===== src/rtl/vga_pattern_gen.sv =====
// VGA timing and test-pattern generator on the system clock with a pixel clock-enable.
// Counter state is decoded into sync, window and colour, then registered once per CE.
module vga_pattern_gen #(
    parameter int H_ACTIVE    = 640,
    parameter int H_FP        = 16,
    parameter int H_SYNC_W    = 96,
    parameter int H_BP        = 48,
    parameter int V_ACTIVE    = 480,
    parameter int V_FP        = 10,
    parameter int V_SYNC_W    = 2,
    parameter int V_BP        = 33,
    parameter bit SYNC_POL    = 1'b0,
    parameter int COLOR_W     = 4,
    parameter int CHECK_SHIFT = 5
) (
    input  logic               CLK,
    input  logic               RESET,
    input  logic               PIX_CE,
    input  logic [1:0]         MODE,
    output logic               H_SYNC,
    output logic               V_SYNC,
    output logic               RGB_EN,
    output logic [COLOR_W-1:0] RED,
    output logic [COLOR_W-1:0] GREEN,
    output logic [COLOR_W-1:0] BLUE,
    output logic [10:0]        X,
    output logic [10:0]        Y,
    output logic               FRAME_START
);
    localparam int H_TOTAL   = H_ACTIVE + H_FP + H_SYNC_W + H_BP;
    localparam int V_TOTAL   = V_ACTIVE + V_FP + V_SYNC_W + V_BP;
    localparam int GRAD_STEP = H_ACTIVE >> COLOR_W;
    localparam int BAR_W     = H_ACTIVE / 8;
    localparam logic [COLOR_W-1:0] FULL = {COLOR_W{1'b1}};

    logic [10:0]        h_cnt, v_cnt;
    logic [10:0]        grad_cnt, bar_cnt;
    logic [COLOR_W-1:0] grad_lvl;
    logic [2:0]         bar_idx;
    logic [1:0]         active_mode, mode_eff;
    logic               h_last, v_last, frame_first, active, hs_on, vs_on;
    logic [COLOR_W-1:0] r, g, b;

    assign h_last      = (h_cnt == 11'(H_TOTAL - 1));
    assign v_last      = (v_cnt == 11'(V_TOTAL - 1));
    assign frame_first = (h_cnt == 11'd0) && (v_cnt == 11'd0);
    assign active      = (h_cnt < 11'(H_ACTIVE)) && (v_cnt < 11'(V_ACTIVE));
    assign hs_on       = (h_cnt >= 11'(H_ACTIVE + H_FP)) && (h_cnt < 11'(H_ACTIVE + H_FP + H_SYNC_W));
    assign vs_on       = (v_cnt >= 11'(V_ACTIVE + V_FP)) && (v_cnt < 11'(V_ACTIVE + V_FP + V_SYNC_W));
    // Pixel (0,0) already uses the MODE being latched on this CE.
    assign mode_eff    = frame_first ? MODE : active_mode;

    always_ff @(posedge CLK) begin
        if (RESET) begin
            h_cnt <= '0;
            v_cnt <= '0;
        end else if (PIX_CE) begin
            if (h_last) begin
                h_cnt <= '0;
                v_cnt <= v_last ? 11'd0 : v_cnt + 11'd1;
            end else begin
                h_cnt <= h_cnt + 11'd1;
            end
        end
    end

    always_ff @(posedge CLK) begin
        if (RESET) begin
            active_mode <= 2'd0;
        end else if (PIX_CE && frame_first) begin
            active_mode <= MODE;
        end
    end

    // Step counters track X/GRAD_STEP and X/BAR_W without dividers; cleared at line wrap.
    always_ff @(posedge CLK) begin
        if (RESET || (PIX_CE && h_last)) begin
            grad_cnt <= '0;
            grad_lvl <= '0;
            bar_cnt  <= '0;
            bar_idx  <= '0;
        end else if (PIX_CE) begin
            if (grad_cnt == 11'(GRAD_STEP - 1)) begin
                grad_cnt <= '0;
                if (grad_lvl != FULL) grad_lvl <= grad_lvl + 1'b1;
            end else begin
                grad_cnt <= grad_cnt + 11'd1;
            end
            if (bar_cnt == 11'(BAR_W - 1)) begin
                bar_cnt <= '0;
                if (bar_idx != 3'd7) bar_idx <= bar_idx + 3'd1;
            end else begin
                bar_cnt <= bar_cnt + 11'd1;
            end
        end
    end

    always_comb begin
        r = '0;
        g = '0;
        b = '0;
        if (active) begin
            case (mode_eff)
                2'd0: begin
                    // Bar order white,yellow,cyan,green,magenta,red,blue,black.
                    r = bar_idx[1] ? '0 : FULL;
                    g = bar_idx[2] ? '0 : FULL;
                    b = bar_idx[0] ? '0 : FULL;
                end
                2'd1: begin
                    if (h_cnt[CHECK_SHIFT] ^ v_cnt[CHECK_SHIFT]) begin
                        r = FULL;
                        g = FULL;
                        b = FULL;
                    end
                end
                2'd2: begin
                    r = grad_lvl;
                    g = grad_lvl;
                    b = grad_lvl;
                end
                default: begin
                    if (h_cnt == 11'd0 || h_cnt == 11'(H_ACTIVE - 1) ||
                        v_cnt == 11'd0 || v_cnt == 11'(V_ACTIVE - 1)) begin
                        r = FULL;
                        g = FULL;
                        b = FULL;
                    end
                end
            endcase
        end
    end

    always_ff @(posedge CLK) begin
        if (RESET) begin
            H_SYNC      <= ~SYNC_POL;
            V_SYNC      <= ~SYNC_POL;
            RGB_EN      <= 1'b0;
            RED         <= '0;
            GREEN       <= '0;
            BLUE        <= '0;
            X           <= '0;
            Y           <= '0;
            FRAME_START <= 1'b0;
        end else if (PIX_CE) begin
            H_SYNC      <= hs_on ? SYNC_POL : ~SYNC_POL;
            V_SYNC      <= vs_on ? SYNC_POL : ~SYNC_POL;
            RGB_EN      <= active;
            RED         <= r;
            GREEN       <= g;
            BLUE        <= b;
            X           <= h_cnt;
            Y           <= v_cnt;
            FRAME_START <= frame_first;
        end
    end
endmodule


===== config.mk =====
export PLATFORM = sky130hd
export DESIGN_NAME = vga_pattern_gen
export DESIGN_NICKNAME = d
export VERILOG_FILES = /design/src/rtl/vga_pattern_gen.sv
export SDC_FILE = /design/constraint.sdc
export NUM_CORES = 1
export LEC_CHECK = 0
export ABC_CLOCK_PERIOD_IN_PS = 3250
export BUFFER_PORTS_ARGS = -buffer_cell sky130_fd_sc_hd__clkbuf_2
export CORE_MARGIN = 5
export CORE_UTILIZATION = 35
export CTS_CLUSTER_DIAMETER = 30
export CTS_CLUSTER_SIZE = 25
export DETAILED_ROUTE_END_ITERATION = 7
export PLACE_DENSITY = 0.5
export SLEW_MARGIN = 20
export SYNTH_ARGS = -nofsm -noshare
export SYNTH_HDL_FRONTEND = slang
export SYNTH_SLANG_ARGS = --single-unit

===== constraint.sdc =====
create_clock -name CLK -period 3.25 [get_ports CLK]
set_input_delay 0.1625 -clock CLK [delete_from_list [all_inputs] [get_ports CLK]]
set_output_delay 0.1625 -clock CLK [all_outputs]
set_load 0.02 [all_outputs]

After elaboration in Yosys (flattened, before gate mapping)
Cells that the tools add are included.

$add $sub $neg: 6. Multipliers: 0. Divide/modulo/power cells: 0. $lt $le $gt $ge: 6. Eq/ne operators: 10. Shift operators: 0. Multiplexer cells: 18. Bitwise gates (word level): 1. Reduce and logical (&&, ||, !) cells: 16.

Operators with widths (count): $add A11 B1 Y11 const B (4); $mux W11 (4); $pmux W4 S3 (3); $eq A11 B10 Y1 const B (3); $mux W4 (8); $logic_not A11 Y1 (2); $lt A11 B10 Y1 const B (2); $lt A11 B9 Y1 const B (2); $eq A11 B6 Y1 const B (1); $eq A11 B7 Y1 const B (1); $eq A11 B9 Y1 const B (1); $ge A11 B10 Y1 const B (1); $ge A11 B9 Y1 const B (1); $logic_and A1 B1 Y1 (6); $reduce_and A3 Y1 (2); $add A4 B1 Y4 const B (1); $logic_or A1 B1 Y1 (4); $ne A4 B4 Y1 const B (1); $add A3 B1 Y3 const B (1); $ne A3 B3 Y1 const B (1); $eq A2 B1 Y1 const B (1); $eq A2 B2 Y1 const B (1); $logic_not A2 Y1 (1); $mux W1 (2); 3 further kinds (3).

Bits in registers: 91. Latch bits: 0. Bits in writable memories: 0. Bits in read-only memories: 0. Output and inout port bits: 38. Logic and storage cells: 73. Memories kept: 0.

Depth between registers and ports, before layout
Gate-level depths: netlist of the first run.

Depth after elaboration: 7. Gate-level depth with buffers: 9. Depth with buffers taken out: 7.

Worst setup path before layout of the first run
No wires, ideal clock.

Path type: register to register. Start: register grad_cnt[10]. End: register grad_lvl[3]. Arrival time: 1.732 ns. Path slack: 1.397 ns. Stages on the path, launching flop included: 6. Clock period less this slack: 1.853 ns. Cell sequence: dfxtp_1 or4b_2 nor4_1 nand2_1 o21ai_0 a21oi_1.

Word-level cells in the longest chain between the ends: 2.

RTL lines: start: declaration (RTL line 37) `logic [10:0] grad_cnt, bar_cnt;`; start signal: assignment (RTL line 87) `grad_cnt <= grad_cnt + 11'd1;`; $eq A11 B6 Y1 (RTL line 83) `if (grad_cnt == 11'(GRAD_STEP - 1)) begin`; $reduce_and A3 Y1 (no source line); end signal: assignment (RTL line 85) `if (grad_lvl != FULL) grad_lvl <= grad_lvl + 1'b1;`; end: declaration (RTL line 38) `logic [COLOR_W-1:0] grad_lvl;`.

Every way passes these cells. A chain may end at the register's enable or synchronous reset.

Worst setup path in the final report of the first run
Start: register v_cnt[5]. End: register RED[0].

Word-level cells in the longest chain between the ends: 6. Elaborated cells on any way between the ends: 16. Those cells by class: order compare (1); eq/ne (3); mux (5); bitwise (1); reduce/logical (6).

RTL lines: start: declaration (RTL line 36) `logic [10:0] h_cnt, v_cnt;`; start signal: assignment (RTL line 60) `v_cnt <= v_last ? 11'd0 : v_cnt + 11'd1;`; $logic_not A11 Y1 (RTL line 46, 124); $logic_and A1 B1 Y1 / $logic_or A1 B1 Y1 (equally long branches) (RTL line 46, 123); $mux W2 / $logic_or A1 B1 Y1 (equally long branches) (RTL line 51, 124); $eq A2 B2 Y1, or another cell as far along (RTL line 103) `case (mode_eff)`; $pmux W4 S3 (RTL line 103); $mux W4 (*) (RTL line 102) `if (active) begin`; end signal: assignment (RTL line 149) `RED <= r;`; end: declaration (RTL line 23) `output logic [COLOR_W-1:0] RED,`.

Every way passes the cells marked *; elsewhere a longest branch is shown, timed or not.

==> flow_summary.json, run 1 <==
{
  "status": "completed",
  "power_density_nw_per_um2": 488,
  "htreeDepth": 3,
  "clockRootBuffer": "clkbuf_16",
  "fin_nets": 539,
  "yosysTopAreaCellShare": 0.423,
  "fp.dieW_um": 121,
  "crit_path_max_fanout": 12,
  "rsz0062_at_grt": "no",
  "finalHoldViolations": 0,
  "avgSynthCellArea_sq_um": 8.70,
  "synthFlopType": "dfxtp_1",
  "vias_per_cell": 5.34,
  "coreArea_sq_um": 12000,
  "postCtsHoldBufs": 0,
  "syn_area_sq_um": 4310,
  "placed_area_sq_um": 4600,
  "cts_setup_buffers": 0,
  "final-setup-viol-count": 0,
  "drc": 0,
  "cp-end-kind": "register",
  "postRouteAntennaNets": 0,
  "grt_overflow_total": 0,
  "fmax_mhz": 425,
  "cts_resized": 0,
  "fin_skew_ps": 6.18,
  "dp_hpwl_mm": 7.33,
  "rows": 40,
  "first_iter_violations": 223,
  "clkLatencyLatePin_ps": 350,
  "power.leakage_nw": 1.89,
  "grt_max_degree": 35,
  "synth_commonest_cells": "dfxtp_1, nor2_1, nand2_1, mux2i_1, xnor2_1",
  "p_int_mw": 1.81,
  "criticalPathCategory": "register to register",
  "min_period_ps": 2360,
  "clock-sinks": 91,
  "hold_class": "primary input to register",
  "synth_edf_count": 0,
  "fin_hold_ws_ps": 204,
  "wl_per_cell_um": 15.5,
  "start_util": 0.358,
  "syn_to_final_growth_pct": 13.3,
  "peakVddDrop_mv": 0.260,
  "post-route-util": 0.406,
  "ys_ff_latch": 91,
  "layout-drive-gt1-share": 0.134,
  "syn_nets": 509,
  "cts_buffers": 9,
  "numPortBuffers": 42,
  "n_antenna_cell": 0,
  "seq_area_frac_synth": 0.423,
  "worstMarginPinSlew_ps": 633,
  "yosysTopAreaCell": "dfxtp_1",
  "maxCapViolCount": 0,
  "finalSetupTns_ps": 0,
  "antenna_found_initial": 0,
  "track_usage": 0.152,
  "cp.required_ps": 3440,
  "cts_tree": "yes",
  "maxSlewHeadroom": 0.577,
  "dieArea_sq_um": 14600,
  "ys_types": 47,
  "cp-start-kind": "register",
  "die_h_um": 121,
  "slew_violations": 0,
  "worst_ep_arrival_time_ps": 2550,
  "routed_wl_mm": 10.5,
  "finalInstanceArea_sq_um": 4880,
  "drt_pass1_iterations": 4,
  "seqPwrFrac": 0.492,
  "cts_max_path_buffers": 2,
  "cts.clk_slew.worst_paths_ps": 60,
  "grt_first_pass_wirelength_mm": 17.7,
  "syn-instance-count": 495,
  "yosysMostFrequentCell": "dfxtp_1",
  "io_pins": 43,
  "swShare": 0.240,
  "power_switching_uw": 571,
  "reg2reg_slack_ps": 890,
  "place_congestion": 0.808,
  "vias": 3604,
  "p_comb_frac": 0.077,
  "async_reset_ff_frac": 0,
  "finalCritPeriodShare": 0.725,
  "ys_top_cells_by_area": "dfxtp_1, nor2_1, mux2i_1",
  "synth_warnings": 0,
  "grt_pass1_vias": 3465,
  "clock_power_share": 0.431
}
kinds of logic (layout without fill, tap and decap cells):
logic type               count (synthesis)  in the layout  synth area share
AO/OA/AOI/OAI                           70             70             0.108
XOR/XNOR                                40             40            0.0814
adder cells (fa/ha/maj)                  9              9            0.0262
buffers and inverters                   35             68            0.0395
flip-flops                              91             91             0.423
multiplexers                            25             25            0.0581
AND/OR/NAND/NOR                        225            225             0.264
per-layer routing:
| metal | vias up | share of wire | GRT usage |
|---|---|---|---|
| li1 | 1820 | - | - |
| met1 | 1708 | 0.49 | 0.205 |
| met2 | 66 | 0.45 | 0.235 |
| met3 | 10 | 0.045 | 0.0322 |
| met4 | 0 | 0.014 | 0.0637 |
| met5 | - | 0 | 0 |
cell usage in the layout, fill, tap and decap left out, drive strengths merged, types with 16 or more instances in the layout:
cell    count
nand4      20
a31oi      16
dfxtp      91
nor2       88
mux2i      25
a211oi     16
clkbuf     53
xor2       19
nand3      16
nand2      35
xnor2      21
stage by stage:
step	total power [mW]	cells	setup WS, ps
5_1_grt	2.49	675	660
4_1_cts	2.42	675	896
6_report	2.38	675	895
3_5_place_dp	1.38	661	892
3_3_place_gp	1.38	661	1000
2_1_floorplan	1.32	495	1400
power by group through the flow:
stage	clock (mW)	sequential, mW	combinational, mW
floorplan	0	1.21	0.113
global placement	0	1.19	0.183
detailed placement	0	1.20	0.185
CTS	1.07	1.17	0.186
global route	1.11	1.17	0.203
finish	1.03	1.17	0.183
worst paths after layout:
check             startpoint        endpoint  cells past startpoint
setup / recovery    v_cnt[5]          RED[0]                      5
hold / removal       MODE[1]  active_mode[1]                      3
setup reg to reg    v_cnt[5]          RED[0]                      5
hold reg to reg       V_SYNC          V_SYNC                      1
layout make-up:
cell class / count / area, sq um
well taps: 147 / 184
repair buffers: 48 / 255
clock buffers: 11 / 243
clock inverters: 3 / 40.0
flip-flops and latches: 91 / 1820
multi-input cells: 369 / 2310
fillers: 1226 / 7130
inverters: 6 / 22.5
registers in the layout, indices dropped and copies added, names as in the netlist:
| name | count |
|---|---|
| grad_cnt | 11 |
| v_cnt | 11 |
| GREEN | 4 |
| h_cnt | 11 |
| H_SYNC | 1 |
| X | 11 |
| V_SYNC | 1 |
| grad_lvl | 4 |
| bar_idx | 3 |
| RGB_EN | 1 |
| BLUE | 4 |
| Y | 11 |
| bar_cnt | 11 |
| FRAME_START | 1 |
| active_mode | 2 |
| RED | 4 |
worst max-delay path, cell delays in order (launching register included):
cell and delay (ps):
dfxtp_1 430, nor4_2 480, and3_1 410, a31oi_1 160, a41oi_2 560, a31oi_1 170
No activity file was read; power rests on OpenSTA's default activity.
==> inputs of run 2 (changes only) <==
--- a/config.mk
+++ b/config.mk
@@ -5,7 +5,7 @@
 export SDC_FILE = /design/constraint.sdc
 export NUM_CORES = 1
 export LEC_CHECK = 0
-export ABC_CLOCK_PERIOD_IN_PS = 3250
+export ABC_CLOCK_PERIOD_IN_PS = 2370
 export BUFFER_PORTS_ARGS = -buffer_cell sky130_fd_sc_hd__clkbuf_2
 export CORE_MARGIN = 5
 export CORE_UTILIZATION = 35
==> constraint.sdc (replaced) <==
create_clock -name CLK -period 2.37 [get_ports CLK]
set_input_delay 0.1185 -clock CLK [delete_from_list [all_inputs] [get_ports CLK]]
set_output_delay 0.1185 -clock CLK [all_outputs]
set_load 0.02 [all_outputs]
==> run 2 against run 1 <==
Against the previous run: cell count grew 2.2%; first-iteration DRC count shrank 26%; sequential power grew 37%; sequential cell count is the same; largest cell class unchanged; via count grew 1.4%; setup slack lost 690 ps; final area grew 2.8%; count of clock-buffer cells in the layout grew 1; largest power group unchanged; highest routed layer unchanged; critical endpoint is now GREEN[1].
==> flow_summary.json, run 2 (synthesized netlist as in run 1, its figures left out) <==
{
  "syn_to_final_growth_pct": 16.5,
  "fp.dieW_um": 121,
  "dieArea_sq_um": 14600,
  "cp-end-kind": "register",
  "clock-sinks": 91,
  "start_util": 0.358,
  "maxSlewHeadroom": 0.588,
  "numPortBuffers": 42,
  "drt_pass1_iterations": 4,
  "io_pins": 43,
  "hold_class": "primary input to register",
  "worstMarginPinSlew_ps": 612,
  "power_density_nw_per_um2": 673,
  "cts.clk_slew.worst_paths_ps": 70,
  "power.leakage_nw": 1.97,
  "cp-start-kind": "register",
  "cts_max_path_buffers": 2,
  "place_congestion": 0.871,
  "mostFrequentLayoutCells": "dfxtp_1, nor2_1, clkbuf_2",
  "cp.required_ps": 2580,
  "maxCapViolCount": 0,
  "coreArea_sq_um": 12000,
  "grt_pass1_vias": 3514,
  "htreeDepth": 3,
  "grt_first_pass_wirelength_mm": 17.8,
  "vias": 3653,
  "clkLatencyLatePin_ps": 350,
  "criticalPathCategory": "register to register",
  "postRouteAntennaNets": 0,
  "n_antenna_cell": 0,
  "cts_buffers": 9,
  "slew_violations": 0,
  "grt_max_degree": 26,
  "fin_nets": 552,
  "die_h_um": 121,
  "wl_per_cell_um": 15.4,
  "final-setup-viol-count": 0,
  "postCtsHoldBufs": 0,
  "min_period_ps": 2160,
  "status": "completed",
  "rsz0062_at_grt": "no",
  "fin_hold_ws_ps": 164,
  "track_usage": 0.150,
  "drc": 0,
  "antenna_found_initial": 0,
  "crit_path_max_fanout": 8,
  "final_common_cell": "dfxtp_1",
  "finalHoldViolations": 0,
  "cts_tree": "yes",
  "peakVddDrop_mv": 0.275,
  "fin_skew_ps": 4.68,
  "grt_overflow_total": 0,
  "first_iter_violations": 164,
  "routed_wl_mm": 10.6,
  "dp_hpwl_mm": 7.38,
  "clockRootBuffer": "clkbuf_16",
  "worst_ep_arrival_time_ps": 2370,
  "finalSetupTns_ps": 0,
  "rows": 40,
  "fmax_mhz": 462,
  "layout-drive-gt1-share": 0.160,
  "finalCritPeriodShare": 0.913,
  "vias_per_cell": 5.29
}
-- run 2: cell types whose count changed in the layout (fill, tap and decap cells not counted) --
cell and change:
clkinvlp_4 +1, nor4_2 -1, buf_4 +13, clkbuf_8 +2, clkbuf_1 -1, nor4_4 +1
-- run 2: repair_timing --
action                     in CTS  in global routing
setup buffers                   0                  0
resized for setup               0                  1
setup endpoints to repair       0                  4
-- run 2: final cells by class --
cell class,instances,area (sq um)
Tap cell,147,184
Clock inverter,4,47.5
Inverter,6,22.5
Sequential cell,91,1820
Multi-Input combinational cell,369,2320
Timing Repair Buffer,61,353
Fill cell,1220,6990
Clock buffer,12,267
-- run 2: per-stage QoR --
stage	instance area (sq um)	std cells	setup WS [ps]	utilization	power (mW)
floorplan	4310	495	517	-	1.81
global placement	4690	674	287	0.391	1.89
detailed placement	4690	674	200	0.391	1.90
CTS	5010	690	195	0.417	3.42
global route	5020	690	62.1	0.418	3.50
finish	5020	690	206	0.418	3.38
-- run 2: worst paths after layout --
kind | from | to | slack (ps) | cells after the start
max | v_cnt[2] | GREEN[1] | 210 | 5
min | MODE[1] | active_mode[1] | 160 | 3
max reg2reg | v_cnt[2] | GREEN[1] | 210 | 5
min reg2reg | V_SYNC | V_SYNC | 480 | 1
-- run 2: worst max-delay path, stage by stage (launching register included) --
cell	delay, ps
dfxtp_1	400
nor4_1	490
and3_1	420
nand2_1	150
a21oi_1	410
a31oi_1	150
-- run 2: layer usage --
metal / track usage / routed length [um] / share of wire
met3: 0.0331 / 432 / 0.041
met5: 0 / 0 / 0
met2: 0.233 / 4710 / 0.44
met1: 0.201 / 5270 / 0.50
met4: 0.0630 / 191 / 0.018
-- run 2: power breakdown --
group | internal (mW) | switching [mW] | leakage, nW
Sequential | 1.57 | 0.0381 | 0.737
Clock | 0.900 | 0.612 | 0.155
Combinational | 0.0901 | 0.170 | 1.08
Total | 2.56 | 0.820 | 1.97
